### src/rtl/serial_subtractor.sv
// Bit-serial full subtractor: a - b - bin, one bit per clock, LSB first.
// A single full-subtractor cell is shared across all bit positions, and the borrow is held in a flop.

module serial_subtractor_cell (
  input  logic x,
  input  logic y,
  input  logic br,
  output logic d,
  output logic bo
);
  assign d  = x ^ y ^ br;
  assign bo = (~x & y) | (~(x ^ y) & br);
endmodule

module serial_subtractor #(
  parameter int WIDTH = 8
) (
  input  logic             clk,
  input  logic             rst,
  input  logic             start,
  input  logic [WIDTH-1:0] a,
  input  logic [WIDTH-1:0] b,
  input  logic             bin,
  output logic             busy,
  output logic             done,
  output logic [WIDTH-1:0] diff,
  output logic             bout,
  output logic             ovf
);
  localparam int CW = $clog2(WIDTH);

  typedef enum logic [1:0] {IDLE, RUN, DONE} state_t;

  state_t           state, state_nxt;
  logic [WIDTH-1:0] sa, sb, wr;
  logic             br;
  logic [CW-1:0]    cnt;
  logic             amsb, bmsb;
  logic             accept, last, d, bo;
  logic [WIDTH-1:0] wr_nxt;

  // A start request is taken in IDLE or DONE. While in RUN it is ignored.
  assign accept = start && (state != RUN);
  assign last   = (cnt == CW'(WIDTH - 1));
  assign wr_nxt = {d, wr[WIDTH-1:1]};

  serial_subtractor_cell u_cell (
    .x  (sa[0]),
    .y  (sb[0]),
    .br (br),
    .d  (d),
    .bo (bo)
  );

  always_ff @(posedge clk or posedge rst) begin
    if (rst) state <= IDLE;
    else     state <= state_nxt;
  end

  always_comb begin
    state_nxt = state;
    case (state)
      IDLE:    if (start) state_nxt = RUN;
      RUN:     if (last)  state_nxt = DONE;
      DONE:    state_nxt = start ? RUN : IDLE;
      default: state_nxt = IDLE;
    endcase
  end

  assign busy = (state == RUN);
  assign done = (state == DONE);

  always_ff @(posedge clk or posedge rst) begin
    if (rst) begin
      sa   <= '0;
      sb   <= '0;
      wr   <= '0;
      br   <= 1'b0;
      cnt  <= '0;
      amsb <= 1'b0;
      bmsb <= 1'b0;
      diff <= '0;
      bout <= 1'b0;
      ovf  <= 1'b0;
    end else if (accept) begin
      sa   <= a;
      sb   <= b;
      br   <= bin;
      cnt  <= '0;
      amsb <= a[WIDTH-1];
      bmsb <= b[WIDTH-1];
    end else if (state == RUN) begin
      sa <= sa >> 1;
      sb <= sb >> 1;
      wr <= wr_nxt;
      br <= bo;
      // Hold on the last bit so the counter never wraps inside an operation.
      if (!last) cnt <= cnt + 1'b1;
      if (last) begin
        diff <= wr_nxt;
        bout <= bo;
        // The final d is the result MSB.
        ovf  <= (amsb != bmsb) && (d != amsb);
      end
    end
  end
endmodule

### config.mk
export PLATFORM = sky130hd
export DESIGN_NAME = serial_subtractor
export DESIGN_NICKNAME = d
export VERILOG_FILES = /design/src/rtl/serial_subtractor.sv
export SDC_FILE = /design/constraint.sdc
export NUM_CORES = 1
export LEC_CHECK = 0
export ABC_AREA = 1
export CORE_MARGIN = 10
export CORE_UTILIZATION = 46
export CTS_CLUSTER_DIAMETER = 30
export DETAILED_ROUTE_END_ITERATION = 10
export GPL_TIMING_DRIVEN = 0
export PLACE_DENSITY = 0.74
export SLEW_MARGIN = 20
export SYNTH_ARGS = -nofsm -noshare
export SYNTH_HDL_FRONTEND = slang
export SYNTH_SLANG_ARGS = --single-unit
### constraint.sdc
create_clock -name clk -period 1.2 [get_ports clk]
set_input_delay 0.24 -clock clk [delete_from_list [all_inputs] [get_ports clk]]
set_output_delay 0.24 -clock clk [all_outputs]
set_load 0.03 [all_outputs]
=== Yosys cells after proc, flatten, opt, wreduce, memory -nomap -nowiden ===
Index checks and enable logic that the tools add are counted.

* Memories kept: 0
* Bits in registers: 42
* Bits in writable memories: 0
* Latch bits: 0
* Input bits: 20
* Memory bits (read-only): 0

* Shift-type cells: 0
* Bitwise logic cells: 8
* Multiplexer cells: 13
* Add/subtract/negate cells: 1
* Divide/modulo/power cells: 0
* $mul: 0
* Equality and inequality tests: 9
* Reductions and logical operators: 8
* $lt $le $gt $ge: 0

{| class="wikitable"
|+ Operator list
! kind !! number
|-
| two-way mux 8 bit || 4
|-
| two-way mux 3 bit || 3
|-
| one-hot mux 2 bit (3 select lines) || 1
|-
| AND reduction 2 bit || 3
|-
| two-way mux 2 bit || 2
|-
| inequality test 2 x 1 -> 1 bit, second input constant || 2
|-
| inequality test 2 bit, second input constant || 2
|-
| adder 3 x 1 -> 3 bit, second input constant || 1
|-
| == test 3 bit, second input constant || 1
|-
| two-way mux 1 bit || 3
|-
| NOT 1 bit || 3
|-
| AND reduction 3 bit || 1
|-
| bitwise AND 1 bit || 2
|-
| == test 2 x 1 -> 1 bit, second input constant || 1
|-
| == test 2 bit, second input constant || 1
|-
| logical AND 1 bit || 2
|-
| zero test 2 bit || 1
|-
| inequality test 1 bit || 2
|-
| nonzero test 2 bit || 1
|-
| XOR 1 bit || 2
|-
| bitwise OR 1 bit || 1
|}

=== Longest topological paths before layout ===
* Depth after elaboration: 6
* Depth in mapped cells: 7

=== Cells and area by module ===
From an unflattened synthesis, not the netlist that was laid out.

* Cell total of the unflattened synthesis: 201
* Area, all modules: 1,805.5 µm²

{| class="wikitable"
|+ By module, submodules not included
! module !! sequential area each (µm²) !! area an instance (µm²) !! instances !! cells an instance
|-
| serial_subtractor || 1,026.0 || 1,774.2 || 1 || 197
|-
| serial_subtractor_cell || 0.0 || 31.3 || 1 || 4
|}

=== Least setup slack after synthesis ===
OpenSTA, ideal clock, no wires.

* Kind: flip-flop to flip-flop
* Start point: register sb[0]
* End point: register ovf
* Cell stages (with the launch flop): 8
* Library setup time: 0.117 ns
* Arrival: 1.175 ns
* Path slack: -0.091 ns
* Buffers on the path: 0
* Path through: dfrtp_1 inv_1 fa_1 inv_1 nand3_1 nand2_1 nand2_1 nand2_1

* Longest elaborated chain between the ends: 4

{| class="wikitable"
|+ Ends and longest elaborated chain
! element !! line !! RTL
|-
| start, declared || 35 || <nowiki>logic [WIDTH-1:0] sa, sb, wr;</nowiki>
|-
| start signal, assigned || 94 || <nowiki>sb <= sb >> 1;</nowiki>
|-
| XOR 1 bit (2 in a row) || 11 || <nowiki>assign d = x ^ y ^ br;</nowiki>
|-
| named net d || 39 || <nowiki>logic accept, last, d, bo;</nowiki>
|-
| inequality test 1 bit || 103 || <nowiki>ovf <= (amsb != bmsb) && (d != amsb);</nowiki>
|-
| logical AND 1 bit || 103 ||
|-
| end signal, assigned || 103 ||
|-
| end, declared || 28 || <nowiki>output logic ovf</nowiki>
|}

The timed path passes the listed nets, and every way through them passes these cells.
A chain may end at the register's enable or synchronous reset.

=== Worst setup path after layout ===
* Start point: register state[0]
* End point: output busy

* Longest elaborated chain between the ends: 1

{| class="wikitable"
|+ Ends and longest elaborated chain
! element !! line !! RTL
|-
| start, declared || 34 || <nowiki>state_t state, state_nxt;</nowiki>
|-
| start signal, assigned || 57 || <nowiki>else state <= state_nxt;</nowiki>
|-
| == test 2 x 1 -> 1 bit || 70 || <nowiki>assign busy = (state == RUN);</nowiki>
|-
| end, declared || 24 || <nowiki>output logic busy,</nowiki>
|}

No other way between the ends.

==> impl_results.md <==
* Final WL at 4320 µm
* Tot GR Track Use at 0.137
* Net Sw Frac at 0.414
* CTS tree: built
* Total global routing overflow at 0
* H-tree depth at 2
* CP Cell Sequence: inv_2 > nor2_4 > buf_6 > buf_6
* Worst Path Arrival at 1.12 ns
* Detailed-route DRC error count at 0
* Synthesized flop and latch total at between 40 and 50
* Worst-path maximum fanout at 3
* Failing checks: negative setup slack
* Power Density at approximately 2600 nW/µm²
* Sequential power share at 0.361
* Antenna diode instance count at 0
* Switching Power at 2700 µW
* Skew final at 0.00504 ns
* Root Driver: clkbuf_8
* Die Area at 6830 µm²
* Most common cell after layout, fill and taps aside: nand3_1
* P_leak at 0.00123 µW
* Syn Area/Cell at 9.03 µm²
* Worst setup EP type: primary output
* Top-level I/O count at 32
* Worst hold slack at 0.192 ns
* Worst endpoint required time at 0.96 ns
* Crit Path Category: register to primary output
* Internal at 3820 µW
* CP top delay family: flip-flops
* Die X at 82.7 µm
* Share of layout cells above drive strength 1 at 0.319
* Post-Syn Area at 1810 µm²
* Routed vias/inst at 5.10
* Post-synthesis net count at approximately 220
* Sequential-to-total area share from yosys stat at 0.568
* Placer Congestion at 0.831
* Synth-to-layout area growth at 37.7%
* Overall power at 6510 µW
* Placed Area at between 2000 and 2500 µm²
* Final Util at 0.670
* Post-route design area at about 2500 µm²
* Antenna violations before repair at 0
* Peak supply drop at 0.00118 V
* Synthesis warning total at 0
* Worst path max stage delay at 0.41 ns
* Drt wl/cell at 14.4 µm
* Critical path buffers and inverters at 3
* # Max-Cap Violations at 0
* Place WS at -0.654 ns
* Clock sinks at 41
* Comb pwr share at 0.501
* DRT antenna net count at 0
* Worst slew margin at 0.683
* CTS Buf Count at 5
* Routed vias at about 1500
* CP Depth at 4
* First-pass GRT wire length at 7290 µm
* Number of global-route vias before repair at 1568
* HPWL Detailed at 2820 µm
* PnR worst setup slack at -0.165 ns
* Hold Path Class: input pin to asynchronous set/reset pin
* Initial core utilization at 0.486
* Starting DRT DRC Count at 101
* Finish-stage setup viols at 5
* Crit start category: register
* PortBufs at 30
* Drt first pass iters at 4
* Clk buf depth at 2
* Most frequent cells in the layout: 46 x nand3_1, 44 x nand2_1, 41 x dfrtp_1
* FMAX at 733 MHz
* Distinct cell type count after synthesis at 17
* Worst-path clk slew at approximately 0.070 ns
* FF-to-FF path depth at 7
* Core area at 3720 µm²
* Cell row count at 22
* Pins over their slew limit at 0
* Clock Latency Late Sink at 0.29 ns
* Top cell by count, worst path: buf_6
* Clock power share at 0.139
* Largest net degree at the start of global routing at 31
* Endpoints failing hold at 0
* Unrepaired setup endpoints after global routing: true
* Final nets at 274
* Syn Inst Count at 200
* Period utilisation layout at 1.14
* Slowest CP cell: dfrtp_1
* Crit path time final at around 1.4 ns
* Status: finished, violations left
* Die Ht at 82.7 µm
* Worst Max-Slew Pin Slew at approximately 0.48 ns
per-layer routing:
metal | global-route usage | up-vias | wire, µm
met2 | 0.212 | 46 | 2120
met3 | 0.0680 | 4 | 398
met5 | 0 | - | 0
met4 | 0.0401 | 0 | 38
li1 | - | 749 | -
met1 | 0.166 | 725 | 1760
power groups by stage:
stage | logic, µW | registers [µW] | clock network, µW
2_1_floorplan | 1540 | 2580 | 0
3_3_place_gp | 2580 | 2320 | 0
3_5_place_dp | 2630 | 2340 | 0
4_1_cts | 2850 | 2310 | 920
5_1_grt | 3630 | 2430 | 978
6_report | 3260 | 2350 | 903
stage by stage:
stage | cells | setup TNS (ns)
global route | 299 | -2.02
finish | 299 | -0.720
floorplan | 200 | -0.201
CTS | 296 | -1.05
detailed placement | 279 | -2.70
global placement | 278 | -37.02
Yosys cell counts:
cell type,count,share of area
fa_1,1,0.011
dfrtp_1,41,0.57
clkbuf_1,1,0.0021
o21ai_2,8,0.039
buf_6,1,0.0062
o21ai_0,8,0.022
ha_1,2,0.014
nand3_1,51,0.14
nor2_4,1,0.0062
inv_1,19,0.039
buf_4,1,0.0042
nand2_2,1,0.0035
inv_2,1,0.0021
buf_2,6,0.017
nor2_1,3,0.0062
nand2_4,1,0.0062
nand2_1,54,0.11
what timing repair did:
action	CTS	global route
cloned	1	0
hold buffers	0	0
endpoints found under the hold margin	0	0
setup endpoints to repair	31	41
resized for setup	78	36
buffers inserted	9	4
pin swaps	7	9
cells by family (layout without fill, tap and decap cells):
| group | count (synthesis) | in the layout | share of synthesized area |
|---|---|---|---|
| compound gates | 16 | 16 | 0.0609 |
| flops | 41 | 41 | 0.568 |
| simple gates | 111 | 111 | 0.276 |
| fa+ha+maj | 3 | 3 | 0.0249 |
| buf+inv | 29 | 80 | 0.0706 |
path summary, 6_finish.rpt:
check	startpoint	endpoint	slack, ns
max	state[0]	busy	-0.16
min	rst	diff[7]	0.19
max reg2reg	br	ovf	-0.15
min reg2reg	wr[1]	diff[0]	0.48
max in group asynchronous	rst	sa[5]	0.57
min in group clk	start	sa[0]	0.33
layout make-up:
type                       count  area, µm²
fill                         304       1230
sequential                    41       1030
multi-input combinational    130        759
timing repair buffer          45        420
clock buffer                   7       86.3
inverter                      20       77.6
tap                           48       60.1
buffer                         8       58.8
worst reg2reg max path, delay by kind of cell (launching register included):
kind / cells / cell delay [ns]
adder cells (fa/ha/maj): 1 / 0.58
flip-flops: 1 / 0.37
AND/OR/NAND/NOR: 4 / 0.21
buffers and inverters: 2 / 0.11
flip-flops by register name (all words and copies together) (netlist names):
name	cells
amsb	1
bmsb	1
bout	1
br	1
cnt	3
diff	8
ovf	1
sa	8
sb	8
state	2
wr	7
Note: power is estimated with default switching activity, not from simulation.
